$ cat src/rtl/substitution_layer_iter.sv
// Folded Ascon 5-bit S-box layer over a 5x64 bit-sliced state.
// Substitutes LANES columns per cycle behind valid/ready handshakes.
package ascon_pkg;
   localparam int WORD_WIDTH = 64;
   typedef logic [4:0][WORD_WIDTH-1:0] ascon_state_t;
endpackage

module substitution_layer_iter
   import ascon_pkg::*;
#(
   parameter int LANES = 8
) (
   input  logic         clk,
   input  logic         rst,
   input  logic         in_valid_i,
   output logic         in_ready_o,
   input  ascon_state_t state_i,
   output logic         out_valid_o,
   input  logic         out_ready_i,
   output ascon_state_t state_o,
   output logic         busy_o
);

   localparam int BEATS = WORD_WIDTH / LANES;
   localparam int CNT_W = (BEATS > 1) ? $clog2(BEATS) : 1;
   localparam int COL_W = $clog2(WORD_WIDTH);

   if (LANES < 1 || LANES > WORD_WIDTH ||
       (LANES & (LANES - 1)) != 0) begin : g_bad_lanes
      $error("LANES must be a power of two in 1..WORD_WIDTH");
   end

   typedef enum logic [1:0] {
      IDLE,
      RUN,
      DONE
   } st_t;

   st_t               st;
   logic [CNT_W-1:0]  cnt;
   ascon_state_t      wr;
   ascon_state_t      sub;

   function automatic logic [4:0] sbox(input logic [4:0] x);
      logic [4:0] y;
      unique case (x)
         5'd0:  y = 5'h04;  5'd1:  y = 5'h0b;
         5'd2:  y = 5'h1f;  5'd3:  y = 5'h14;
         5'd4:  y = 5'h1a;  5'd5:  y = 5'h15;
         5'd6:  y = 5'h09;  5'd7:  y = 5'h02;
         5'd8:  y = 5'h1b;  5'd9:  y = 5'h05;
         5'd10: y = 5'h08;  5'd11: y = 5'h12;
         5'd12: y = 5'h1d;  5'd13: y = 5'h03;
         5'd14: y = 5'h06;  5'd15: y = 5'h1c;
         5'd16: y = 5'h1e;  5'd17: y = 5'h13;
         5'd18: y = 5'h07;  5'd19: y = 5'h0e;
         5'd20: y = 5'h00;  5'd21: y = 5'h0d;
         5'd22: y = 5'h11;  5'd23: y = 5'h18;
         5'd24: y = 5'h10;  5'd25: y = 5'h0c;
         5'd26: y = 5'h01;  5'd27: y = 5'h19;
         5'd28: y = 5'h16;  5'd29: y = 5'h0a;
         5'd30: y = 5'h0f;  5'd31: y = 5'h17;
         default: y = 5'h00;
      endcase
      return y;
   endfunction

   // s[0] is the MSB of each column's S-box index
   always_comb begin
      logic [COL_W-1:0] col;
      logic [4:0]       idx;
      logic [4:0]       sv;
      sub = wr;
      col = '0;
      idx = '0;
      sv  = '0;
      for (int l = 0; l < LANES; l++) begin
         col = COL_W'(int'(cnt) * LANES + l);
         idx = {wr[0][col], wr[1][col], wr[2][col],
                wr[3][col], wr[4][col]};
         sv  = sbox(idx);
         sub[0][col] = sv[4];
         sub[1][col] = sv[3];
         sub[2][col] = sv[2];
         sub[3][col] = sv[1];
         sub[4][col] = sv[0];
      end
   end

   always_ff @(posedge clk) begin
      if (rst) begin
         st  <= IDLE;
         cnt <= '0;
         wr  <= '0;
      end else begin
         unique case (st)
            IDLE: begin
               if (in_valid_i) begin
                  wr  <= state_i;
                  cnt <= '0;
                  st  <= RUN;
               end
            end
            RUN: begin
               wr <= sub;
               if (cnt == CNT_W'(BEATS - 1)) begin
                  cnt <= '0;
                  st  <= DONE;
               end else begin
                  cnt <= cnt + 1'b1;
               end
            end
            DONE: begin
               if (out_ready_i) begin
                  cnt <= '0;
                  if (in_valid_i) begin
                     wr <= state_i;
                     st <= RUN;
                  end else begin
                     st <= IDLE;
                  end
               end
            end
            default: begin
               st  <= IDLE;
               cnt <= '0;
            end
         endcase
      end
   end

   // out_ready_i -> in_ready_o is the only combinational path
   assign in_ready_o  = (st == IDLE) || ((st == DONE) && out_ready_i);
   assign out_valid_o = (st == DONE);
   assign busy_o      = (st != IDLE);
   assign state_o     = wr;

endmodule

$ cat config.mk
export PLATFORM = sky130hd
export DESIGN_NAME = substitution_layer_iter
export DESIGN_NICKNAME = d
export VERILOG_FILES = /design/src/rtl/substitution_layer_iter.sv
export SDC_FILE = /design/constraint.sdc
export NUM_CORES = 1
export LEC_CHECK = 0
export CAP_MARGIN = 30
export CORE_AREA = 4 4 251 253
export CTS_CLUSTER_DIAMETER = 30
export DETAILED_ROUTE_END_ITERATION = 10
export DIE_AREA = 0 0 255 257
export MAX_ROUTING_LAYER = met4
export PLACE_DENSITY = 0.66
export SLEW_MARGIN = 20
export SYNTH_ARGS = -nofsm -noshare
export SYNTH_HDL_FRONTEND = slang
export SYNTH_SLANG_ARGS = --single-unit
export TNS_END_PERCENT = 100
$ cat constraint.sdc
create_clock -name clk -period 2.5 [get_ports clk]
set_input_delay 0.25 -clock clk [delete_from_list [all_inputs] [get_ports clk]]
set_output_delay 0.25 -clock clk [all_outputs]
set_load 0.005 [all_outputs]
## Word level (Yosys, flattened, before mapping)

Memories as Yosys holds them, arrays and structs flattened.
Index checks and enable logic that the tools add are counted.

| operators by class | value |
|---|---|
| add/subtract/negate cells | 8 |
| eq/ne operators | 6 |
| $lt $le $gt $ge | 16 |
| multiplexer cells | 148 |
| reductions and logical operators | 16 |

Operators with widths:

| operator | count |
|---|---|
| bitwise mux 64 bit | 40 |
| case mux 320 bit (3 select lines) | 1 |
| 2-to-1 mux 320 bit | 2 |
| binary-select mux 1 bit (select 6 bit) | 35 |
| less-than comparator 6 x 7 -> 1 bit, second input constant | 8 |
| 2-to-1 mux 1 bit | 49 |
| >= comparator 6 x 1 -> 1 bit, second input constant | 8 |
| demux 1 bit (select 6 bit) | 7 |
| adder 6 x 3 -> 6 bit, second input constant | 4 |
| binary-select mux 1 bit (select 3 bit) | 5 |
| adder 6 x 2 -> 6 bit, second input constant | 2 |
| logical AND 1 bit | 9 |
| 2-to-1 mux 3 bit | 3 |
| case mux 3 bit (3 select lines) | 1 |
| adder 6 x 1 -> 6 bit, second input constant | 1 |
| 2-to-1 mux 2 bit | 3 |
| case mux 2 bit (3 select lines) | 1 |
| inequality test 2 bit, second input constant | 2 |
| AND reduction 2 bit | 2 |
| adder 3 x 1 -> 3 bit, second input constant | 1 |
| demux 1 bit (select 3 bit) | 1 |
| equality test 3 bit, second input constant | 1 |
| AND reduction 3 bit | 1 |
| nonzero test 3 bit | 1 |
| 6 further kinds | 6 |

| word-level totals | value |
|---|---|
| memories kept | 8 |
| logic and storage cells | 209 |
| memory bits (read-only) | 1280 |
| register bits after elaboration | 325 |

Memory list:

| name | depth | bits a word | read ports | clocked after Yosys merged registers in | wr ports | RTL line | RTL |
|---|---|---|---|---|---|---|---|
| (name not given) | 32 | 5 | 1 | 0 | 0 | 46 | `unique case (x)` |
| (name not given) | 32 | 5 | 1 | 0 | 0 | 46 |  |
| (name not given) | 32 | 5 | 1 | 0 | 0 | 46 |  |
| (name not given) | 32 | 5 | 1 | 0 | 0 | 46 |  |
| (name not given) | 32 | 5 | 1 | 0 | 0 | 46 |  |
| (name not given) | 32 | 5 | 1 | 0 | 0 | 46 |  |
| +2 memories | n/a | n/a | n/a | n/a | n/a | n/a |  |

## Depth between registers and ports, before layout

| logic depth | value |
|---|---|
| depth after elaboration | 13 |
| gate-level depth with buffers | 13 |

## Least setup slack after synthesis

Ideal clock, no wire load.

| timing | value |
|---|---|
| path kind | register -> register |
| start | register cnt[0] |
| end | register wr (netlist bit state_o[70]) |
| arrival time | 2.581 ns |
| library setup time | 0.141 ns |
| buffers on the path | 3 |
| cell stages (with the launch flop) | 11 |
| period minus slack after synthesis | 2.723 ns |
| data required time | 2.359 ns |
| setup slack | -0.223 ns |
| path through | dfxtp_1 buf_6 buf_6 buf_6 mux4_1 mux2i_1 ha_1 o21ai_0 o22ai_1 xnor2_1 a211oi_1 |

| between the ends | value |
|---|---|
| longest elaborated chain between the ends | 13 |
| elaborated cells between the ends (all ways) | 139 |
| those cells by class | 7 x add/sub; 14 x order compare; 103 x mux; 7 x reduce/logical; 8 x memory |

RTL lines:

| element | RTL line | RTL |
|---|---|---|
| from (decl) | 40 | `logic [CNT_W-1:0] cnt;` |
| from (signal assigned) | 110 | `cnt <= cnt + 1'b1;` |
| parallel branches: the longest is 11 deep, another holds adder 6 x 1 -> 6 bit | n/a |  |
| bitwise mux 64 bit (*) | 83 | `sub[1][col] = sv[3];` |
| case mux 320 bit (3 select lines) (*) | 96 | `unique case (st)` |
| to (signal assigned) | 99 | `wr <= state_i;` |
| to (signal assigned) | 105 | `wr <= sub;` |
| to (signal assigned) | 117 | `wr <= state_i;` |
| to (decl) | 41 | `ascon_state_t wr;` |

Every way passes the cells marked *. The select of a mux whose other input is x is not followed.
A chain may end at the register's enable or synchronous reset.

## Final worst setup path

| timing | value |
|---|---|
| start | register cnt[0] |
| end | register wr (netlist bit state_o[95]) |

The elaborated chain is that of the path after synthesis.

==> reports/results.txt <==
Initial Util - 26.1%
capture point of the worst path - state_o[95]
Syn Area/Cell - 9.19 µm²
Hold Vio Cnt, Final - 0
TritonCTS Buffers - 81
routed vias/inst - 5.71
drt pass-1 iters - 5
GPL Wtd Cong - 0.966
Clock Latency Late Sink - 0.61 ns
Worst setup startpoint - cnt[0]
max_cap viols - 0
Synth Area in XOR/XNOR - 2.33%
final setup skew - 0.0199 ns
simple-gate portion of the synthesized area - 12.5%
Filler cells - 5366
HPWL after DPL - 73400 µm
mux contribution to synthesized area - 11.0%
CTS Hold Bufs - 0
RSZ-0062 raised after global routing - yes
CP Capture Type - flip-flop
Synth Flop Type - dfxtp_1
layout cells sized above 1 - 31.4%
Commonest cells post-synth - o22ai_1, dfxtp_1, nor2_1
r2r setup slk - -0.25 ns
top-area cell type share of the netlist area - 40.9%
worst rel slew slack - 59.4%
fin crit share - 110%
R2R cell count - 11
Yosys top cell by area - dfxtp_1
Syn Nets - 2075
DIE WIDTH - 255 µm
CORE AREA - 61000 µm²
worst path required time - 2.94 ns
die area - 65500 µm²
PwrDens - 881 nW/µm²
Worst-Margin Slew - 0.608 ns
Ys Warns - 0
min Tclk post-route - 2.75 ns
most common cell in the netlist - o22ai_1
worst min path class - in2reg
gr ovfl total - 0
post-synthesis cell type count - 70
CP Launch Type - flip-flop
Rows - 91
R2R Path Start - cnt[0]
Slew Viols, Final - 0
Routed Antenna Nets - 0
number of synthesized flops with an enable pin - 0
clk buf depth - 3
FF-to-FF End - state_o[95]
first-pass GRT wire length - 143000 µm
DRC errors left - 0
First DRT Iteration DRCs - 1696
WS Path Type - reg2reg
failing checks - setup timing
post-layout util - 51.1%
number of synthesized register bits - 325
final setup violation count - 304
Synth Instances - 1733
ranking of synthesized cells by area - dfxtp_1, o22ai_1, a211oi_1
Layout area overhead - 95.9%
WL final - 104000 µm
Arr. time, crit path - 3.20 ns
post-synthesis sequential area ratio - 40.9%
vias - 20.0k
maximum clock frequency - 0.363 GHz
worst vdd ir - 0.420 mV
largest family of logic cells by synthesized area - compound AO/OA/AOI/OAI gates
IO Port Bufs - 646
clk sinks - 325
initial antenna violation count - 13
Adder-Cell Fraction of Synth Area - 1.79%
Post-Syn Area - 15900 µm²
H-tree levels - 3
Final #Nets - 2976
share of flip-flops with an asynchronous set or reset - 0%
vias in the first global route - 20.4k
Pleak - 11.3 nW
status - finished, violations left
I/O pin total - 647
Final WS setup - -0.253 ns
DIE HEIGHT - 257 µm
WHS - 0.122 ns
Routed wire per std cell - 29.7 µm
Clock Pin Slew Worst Setup and Hold Paths - 0.04 ns
GRT Util Overall - 30.6%
largest net degree at the start of global routing - 107
Synth Area in Compound Gates - 26.1%
crit path max fanout - 8
CTS tree - yes
clk root buf - clkbuf_16
-- how the worst min path moves through the flow --
stage               cells after the start  slack [ns]         start           end
global placement                        2        0.52   state_o[54]   state_o[54]
global route                            2        0.10           rst         st[1]
floorplan                               2        0.41    in_valid_i         st[0]
detailed placement                      2        0.53  state_o[133]  state_o[133]
CTS                                     2        0.01           rst         st[0]
finish                                  2        0.12           rst         st[0]
-- critical path: stages, from the launching register on --
cell      delay, ns
dfxtp_4        0.35
buf_12         0.15
buf_12         0.15
buf_12         0.15
or2b_4         0.28
o22ai_2        0.11
or3_4          0.39
maj3_2         0.31
mux2i_2        0.16
xor2_1         0.23
buf_4          0.22
a211oi_1       0.09
-- per-layer routing --
layer	global-route usage, %	wire (µm)
met5	-	0
met4	12.7	4260
met3	7.11	8960
met2	50.0	50400
met1	36.3	40100
-- layout make-up --
| class | count | area (µm²) | area share [%] |
|---|---|---|---|
| Antenna cell | 12 | 30.0 | 0.0963 |
| Clock inverter | 39 | 524 | 1.68 |
| Timing Repair Buffer | 986 | 10100 | 32.5 |
| Tap cell | 790 | 988 | 3.17 |
| Sequential cell | 325 | 6520 | 20.9 |
| Clock buffer | 106 | 2300 | 7.39 |
| Inverter | 16 | 92.6 | 0.297 |
| Multi-Input combinational cell | 1224 | 10600 | 34.0 |
-- logic make-up after synthesis --
family,after synthesis
compound gates,612
xor+xnor,38
buf+inv,184
mux,116
fa+ha+maj,24
simple gates,434
flops,325
-- placed cells by master (no fill, tap or decap), types with 34 or more instances in the layout --
cell,instances
o22ai_1,322
buf_6,57
a211oi_2,72
clkdlybuf4s50_1,645
mux2i_1,34
dfxtp_1,322
buf_4,211
nor2_1,152
clkbuf_16,86
buf_12,61
mux4_2,38
nor3_1,133
a211oi_1,99
-- where the power goes --
group / leakage, nW / total (mW) / internal [mW] / switching (mW)
clock: 1.38 / 10.8 / 7.48 / 3.31
combinational: 7.24 / 10.3 / 5.14 / 5.12
sequential: 2.70 / 6.43 / 5.76 / 0.666
total: 11.3 / 27.5 / 18.4 / 9.10
-- through the flow --
step                worst slack (ns)  setup TNS, ns  cell area (µm²)  power (mW)  cells
global placement              -0.613        -114.70            25400        14.5   3263
global route                  -0.346         -61.91            31200        28.4   3498
finish                        -0.253         -34.11            31200        27.5   3498
CTS                           -0.272         -41.46            29400        26.3   3443
floorplan                    -0.0297         -0.301            16100        9.46   1733
detailed placement            -0.654        -123.47            25400        14.6   3263
-- flip-flops by register name, summed over array words and instances, names as in the netlist --
register  count
state_o     320
st            2
cnt           3
-- what timing repair did --
item,4_1_cts,5_1_grt
cloned,2,2
resized for setup,181,277
endpoints found under the setup margin,320,320
endpoints found under the hold margin,0,0
buffers inserted,34,51
pin swaps,43,92
No activity file was read; power rests on OpenSTA's default activity.
